`config.mk`:
```
export PLATFORM = sky130hd
export DESIGN_NAME = ps2_kbd_rx_fifo
export DESIGN_NICKNAME = d
export VERILOG_FILES = /design/src/rtl/ps2_kbd_rx_fifo.sv
export SDC_FILE = /design/constraint.sdc
export NUM_CORES = 1
export LEC_CHECK = 0
export BUFFER_PORTS_ARGS = -buffer_cell sky130_fd_sc_hd__buf_2
export CORE_MARGIN = 2
export CORE_UTILIZATION = 60
export CTS_BUF_LIST = sky130_fd_sc_hd__clkbuf_2
export DETAILED_ROUTE_END_ITERATION = 8
export PLACE_DENSITY_LB_ADDON = 0.08
export SYNTH_ARGS = -nofsm -noshare
export SYNTH_HDL_FRONTEND = slang
export SYNTH_SLANG_ARGS = --single-unit
```
`constraint.sdc`:
```
create_clock -name clk -period 3.1 [get_ports clk]
set_clock_uncertainty 0.15 [all_clocks]
set_input_delay 0.465 -clock clk [delete_from_list [all_inputs] [get_ports clk]]
set_output_delay 0.465 -clock clk [all_outputs]
set_load 0.02 [all_outputs]
```
`src/rtl/ps2_kbd_rx_fifo.sv`:
```
// ps2_kbd_rx_fifo: PS/2 keyboard receiver with prefix decoding, a show-ahead
// key-event FIFO, a make-press counter that ignores typematic repeats and a
// partial-frame timeout.
//
// Handshake: the FIFO head is valid whenever code_valid=1 and stays stable
// until popped; a pop happens on a rising edge where rd_en=1 and
// code_valid=1. rd_en with code_valid=0 is ignored. The next entry appears
// the cycle after the pop.
module ps2_kbd_rx_fifo #(
  parameter int FIFO_DEPTH  = 8,
  parameter int SYNC_STAGES = 3,
  parameter int TIMEOUT_CYC = 50000,
  parameter int CNT_W       = 8
) (
  input  logic             clk,
  input  logic             resetn,
  input  logic             ps2_clk,
  input  logic             ps2_data,
  input  logic             rd_en,
  input  logic             ovf_clr,
  output logic             code_valid,
  output logic [7:0]       code,
  output logic             code_ext,
  output logic             code_brk,
  output logic             overflow,
  output logic             parity_err,
  output logic             key_held,
  output logic [CNT_W-1:0] press_count
);

  localparam int AW   = $clog2(FIFO_DEPTH);
  localparam int TO_W = $clog2(TIMEOUT_CYC + 1);

  localparam logic [7:0]      BYTE_EXT = 8'hE0;
  localparam logic [7:0]      BYTE_BRK = 8'hF0;
  localparam logic [TO_W-1:0] TO_LOAD  = TO_W'(TIMEOUT_CYC);

  // ---------------------------------------------------------------------
  // Input synchronisers; idle PS/2 lines are high, so reset to all ones to
  // avoid a fake falling edge right after reset.
  // ---------------------------------------------------------------------
  logic [SYNC_STAGES-1:0] clk_sync;
  logic [SYNC_STAGES-1:0] dat_sync;
  logic                   sample_pt;
  logic                   ps2_bit;

  // Shift both PS/2 lines through the synchroniser chains.
  always_ff @(posedge clk) begin
    if (!resetn) begin
      clk_sync <= '1;
      dat_sync <= '1;
    end else begin
      clk_sync <= {clk_sync[SYNC_STAGES-2:0], ps2_clk};
      dat_sync <= {dat_sync[SYNC_STAGES-2:0], ps2_data};
    end
  end

  // Falling edge of the synchronised clock; data taken at the same depth as
  // the newer clock stage so it lines up with the edge.
  assign sample_pt = clk_sync[SYNC_STAGES-1] & ~clk_sync[SYNC_STAGES-2];
  assign ps2_bit   = dat_sync[SYNC_STAGES-2];

  // ---------------------------------------------------------------------
  // Frame FSM. Bits are shifted in from the top so that after the stop bit
  // the start bit sits at index 0.
  // ---------------------------------------------------------------------
  typedef enum logic {
    ST_IDLE = 1'b0,
    ST_RECV = 1'b1
  } state_t;

  state_t          state_q, state_d;
  logic [10:0]     frame_q, frame_d;
  logic [10:0]     frame_full;
  logic [3:0]      idx_q, idx_d;
  logic [TO_W-1:0] to_q, to_d;
  logic            byte_stb;
  logic            frame_err;
  logic [7:0]      rx_byte;

  // Frame state, shift register, bit index and timeout counter.
  always_ff @(posedge clk) begin
    if (!resetn) begin
      state_q <= ST_IDLE;
      frame_q <= '0;
      idx_q   <= '0;
      to_q    <= '0;
    end else begin
      state_q <= state_d;
      frame_q <= frame_d;
      idx_q   <= idx_d;
      to_q    <= to_d;
    end
  end

  // Next-state logic; validation happens in the stop-bit sample cycle using
  // the frame including the bit being sampled.
  always_comb begin
    state_d    = state_q;
    frame_d    = frame_q;
    idx_d      = idx_q;
    to_d       = to_q;
    byte_stb   = 1'b0;
    frame_err  = 1'b0;
    frame_full = {ps2_bit, frame_q[10:1]};
    rx_byte    = frame_full[8:1];
    case (state_q)
      ST_IDLE: begin
        if (sample_pt) begin
          frame_d = {ps2_bit, 10'd0};
          idx_d   = 4'd1;
          to_d    = TO_LOAD;
          state_d = ST_RECV;
        end
      end
      ST_RECV: begin
        if (sample_pt) begin
          frame_d = frame_full;
          to_d    = TO_LOAD;
          if (idx_q == 4'd10) begin
            state_d = ST_IDLE;
            idx_d   = 4'd0;
            if (!frame_full[0] && frame_full[10] && (^frame_full[9:1]))
              byte_stb = 1'b1;
            else
              frame_err = 1'b1;
          end else begin
            idx_d = idx_q + 4'd1;
          end
        end else if (to_q == '0) begin
          // Line went quiet mid-frame: drop the partial frame silently.
          state_d = ST_IDLE;
          idx_d   = 4'd0;
        end else begin
          to_d = to_q - TO_W'(1);
        end
      end
      default: begin
        state_d = ST_IDLE;
        idx_d   = 4'd0;
      end
    endcase
  end

  // ---------------------------------------------------------------------
  // Prefix decoder and key tracking. A complete event is registered into
  // push_v/push_d and written to the FIFO one cycle later.
  // ---------------------------------------------------------------------
  logic       ext_q;
  logic       brk_q;
  logic       push_v;
  logic [9:0] push_d;
  logic [8:0] held_q;
  logic [8:0] ev_key;

  assign ev_key = {ext_q, rx_byte};

  // Decode prefixes, build events, update held key and press counter.
  always_ff @(posedge clk) begin
    if (!resetn) begin
      ext_q       <= 1'b0;
      brk_q       <= 1'b0;
      push_v      <= 1'b0;
      push_d      <= '0;
      held_q      <= '0;
      key_held    <= 1'b0;
      press_count <= '0;
      parity_err  <= 1'b0;
    end else begin
      push_v     <= 1'b0;
      parity_err <= frame_err;
      if (byte_stb) begin
        if (rx_byte == BYTE_EXT) begin
          ext_q <= 1'b1;
        end else if (rx_byte == BYTE_BRK) begin
          brk_q <= 1'b1;
        end else begin
          push_v <= 1'b1;
          push_d <= {ext_q, brk_q, rx_byte};
          ext_q  <= 1'b0;
          brk_q  <= 1'b0;
          if (!brk_q) begin
            // A make of the key already held is a typematic repeat.
            if (!(key_held && (ev_key == held_q))) begin
              press_count <= press_count + CNT_W'(1);
              held_q      <= ev_key;
              key_held    <= 1'b1;
            end
          end else if (ev_key == held_q) begin
            key_held <= 1'b0;
          end
        end
      end
    end
  end

  // ---------------------------------------------------------------------
  // Show-ahead event FIFO; pointers carry one extra wrap bit.
  // ---------------------------------------------------------------------
  logic [9:0] mem [FIFO_DEPTH];
  logic [AW:0] wr_ptr, rd_ptr;
  logic        fifo_empty;
  logic        fifo_full;
  logic        do_pop;
  logic        do_push;
  logic [9:0]  head;

  assign fifo_empty = (wr_ptr == rd_ptr);
  assign fifo_full  = (wr_ptr[AW] != rd_ptr[AW]) &&
                      (wr_ptr[AW-1:0] == rd_ptr[AW-1:0]);
  assign do_pop     = rd_en && !fifo_empty;
  assign do_push    = push_v && (!fifo_full || do_pop);

  // Pointer and sticky overflow updates; a set beats a same-cycle clear.
  always_ff @(posedge clk) begin
    if (!resetn) begin
      wr_ptr   <= '0;
      rd_ptr   <= '0;
      overflow <= 1'b0;
    end else begin
      if (do_push) wr_ptr <= wr_ptr + (AW+1)'(1);
      if (do_pop)  rd_ptr <= rd_ptr + (AW+1)'(1);
      if (push_v && fifo_full && !do_pop)
        overflow <= 1'b1;
      else if (ovf_clr)
        overflow <= 1'b0;
    end
  end

  // Event storage; contents are only meaningful between the pointers.
  always_ff @(posedge clk) begin
    if (do_push) mem[wr_ptr[AW-1:0]] <= push_d;
  end

  // Head presentation, forced to zero when empty.
  always_comb begin
    head = '0;
    if (!fifo_empty) head = mem[rd_ptr[AW-1:0]];
  end

  assign code_valid = !fifo_empty;
  assign code       = head[7:0];
  assign code_brk   = head[8];
  assign code_ext   = head[9];

endmodule

```
==> results.json <==
{
  "seq_power_share": 0.597,
  "setup_viol": 0,
  "critPathSlowestCell": "mux4_2",
  "start_kind": "register",
  "ys_seq_area_frac": 0.596,
  "synth.net_count": 570,
  "synth_area_leader_cell": "edfxtp_1",
  "synth_ff_type": "edfxtp_1",
  "hold_viol": 0,
  "synth_top_family_by_area": "simple AND/OR/NAND/NOR gates",
  "syn_area_per_cell_um2": 12.1,
  "drtAntennaViolNets": 0,
  "ys_warn_count": 0,
  "synthXorXnorAreaFrac": 0.0455,
  "slew_viol_final": 0,
  "async_flop_share": 0,
  "gp_congestion": 0.819,
  "synth_cell_type_count": 53,
  "clkPwrFrac": 0.362,
  "worstMarginPinSlew_ns": 0.869,
  "wl_um": 12900,
  "grt_max_degree": 39,
  "p_switching_uw": 847,
  "viasPerCell": 5.82,
  "clk_pin_slew_ns": 0.22,
  "clockBufferDepth": 2,
  "arrival_ns": 2.25,
  "cts_buffers": 17,
  "path_cells": "buf_12 > mux4_2 > mux2i_1 > nor2_1 > buf_2",
  "hpwl_um": 8500,
  "yosys.area_share.simple": 0.142,
  "cp_slowest_stage_delay_ns": 0.53,
  "syn_to_final_growth_pct": 11.0,
  "critPathMaxFanout": 20,
  "critPathKind": "reg -> out",
  "antenna_found_initial": 0,
  "start_util": 0.617,
  "fin_nets": 615,
  "status": "complete, no violations",
  "grt_pass1_wl_um": 21600,
  "ctsRootBufferMaster": "clkbuf_2",
  "leakagePower_nw": 2.59,
  "syn_area_mm2": 0.00671,
  "intPower_mw": 2.90,
  "port-buffer-count": 27,
  "relSlewSlack": 0.416,
  "drt_iter0_markers": 212,
  "boundaryPins": 28,
  "synth_seq_cells": 160,
  "mostFrequentLayoutCells": "dfxtp_1 (80), edfxtp_1 (80), a21oi_1 (45)",
  "netlist_top_cells_area": "edfxtp_1 (36%), dfxtp_1 (24%), mux4_2 (6.7%)",
  "timing.max_cap.violations": 0,
  "synthCells": 553,
  "gr-usage-all-layers": 0.238,
  "first_pass_iters": 4,
  "die_x_um": 110,
  "synthDominantCellAreaShare": 0.358,
  "crit_path_end_kind": "output pin",
  "max_freq_mhz": 349,
  "power.density_mw_per_mm2": 503,
  "clk_latency_ns": 0.70,
  "swShare": 0.226,
  "vias": 4372,
  "dieArea_mm2": 0.0120,
  "setup_tns_ns": 0,
  "diodes": 0,
  "rsz0062_at_grt": "false",
  "core.rowCount": 38,
  "critical_path_required_ns": 2.48,
  "core_area_mm2": 0.0109,
  "grt_pass1_vias": 4292,
  "cts.sinks": 160,
  "synth_compound_area_frac": 0.0872,
  "synth_mux_area_frac": 0.0835,
  "hp-class": "reg -> reg",
  "overflow": 0,
  "pwr-share-comb": 0.041,
  "htree_levels": 4,
  "wire_per_inst_um": 17.2,
  "cts_tree": "done",
  "power.total_mw": 3.75,
  "die_h_um": 110,
  "final.min_clock_period_ns": 2.86,
  "post-route-drc-count": 0,
  "ir_worst_vdd_v": 0.000253,
  "drive_above_1_share": 0.178,
  "period_share": 0.924,
  "synthAdderAreaFrac": 0.0205,
  "synth_edf_count": 80
}
synth_stat cells, drive strengths merged (5+ instances only):
cell type  number
inv            13
xnor2          11
dfxtp          80
edfxtp         80
a21oi          45
or3             6
clkbuf         23
or4             6
xor2           19
nor2b           5
nand4          15
nand3          14
nand2          43
nor2           44
buf             5
nor3           10
nor4            5
mux4           20
nand2b         10
o21ai          24
ha             11
mux2i          11
o31ai           7
final timing paths:
| check | cells past startpoint | end | slack [ns] | start |
|---|---|---|---|---|
| worst max-delay path | 5 | code[0] | 0.24 | register |
| worst min-delay path | 1 | clk_sync[1] | 0.29 | clk_sync[0] |
| worst max register to register | 7 | press_count[4] | 0.39 | frame_q[6] |
| worst min register to register | 1 | clk_sync[1] | 0.29 | clk_sync[0] |
power by group through the flow:
stage | combinational (mW) | sequential, mW | clock [mW]
2_1_floorplan | 0.115 | 2.28 | 0
3_3_place_gp | 0.143 | 2.28 | 0
3_5_place_dp | 0.146 | 2.28 | 0
4_1_cts | 0.154 | 2.24 | 1.38
5_1_grt | 0.174 | 2.24 | 1.48
6_report | 0.154 | 2.24 | 1.35
metrics by stage:
step / util / area (um2) / setup slack, ns / hold slack (ns) / std cells
3_5_place_dp: 0.649 / 7060 / 0.432 / 0.245 / 712
4_1_cts: 0.683 / 7440 / 0.0594 / 0.288 / 751
6_report: 0.684 / 7450 / 0.235 / 0.287 / 751
5_1_grt: 0.684 / 7450 / 0.0216 / 0.339 / 751
2_1_floorplan: - / 6710 / 0.546 / 0.236 / 553
3_3_place_gp: 0.649 / 7060 / 0.505 / 0.249 / 712
per-layer routing:
| layer | track usage | wire length, um |
|---|---|---|
| met1 | 0.308 | 5730 |
| met4 | 0.0832 | 204 |
| met3 | 0.0439 | 421 |
| met2 | 0.405 | 6570 |
| met5 | 0 | 0 |
what timing repair did:
item | CTS | global route
endpoints found under the setup margin | 2 | 3
hold endpoints to repair | 14 | 0
hold buffers | 7 | 0
resized for setup | 1 | 3
buffers inserted | 0 | 0
final cells by class:
type                    instances  area (um2)
multi-input cells             352        2550
flip-flops and latches        160        4000
inverters                      13        48.8
clock buffers                  19        95.1
clock inverters                13         209
repair buffers                 54         368
well taps                     140         175
fillers                       832        3440
cells by family after synthesis:
logic type      count (synthesis)
compound gates                 99
flops                         160
mux                            31
buf+inv                        41
xor+xnor                       31
simple gates                  180
fa+ha+maj                      11
sequential cells by signal (all words and copies together) (netlist names), named ones only:
| register | flops |
|---|---|
| key_held | 1 |
| push_v | 1 |
| ext_q | 1 |
| rd_ptr | 4 |
| overflow | 1 |
| frame_q | 10 |
| wr_ptr | 4 |
| clk_sync | 3 |
| held_q | 9 |
| idx_q | 4 |
| brk_q | 1 |
| dat_sync | 2 |
| state_q | 1 |
| press_count | 8 |
| parity_err | 1 |
| mem | 80 |
| to_q | 16 |
| push_d | 10 |
critical path, delay by kind of cell (launching register included):
family	cells	cell delay [ns]
mux	2	0.73
flops	1	0.41
buf+inv	2	0.37
simple gates	1	0.06
(Power assumes the default switching activity.)
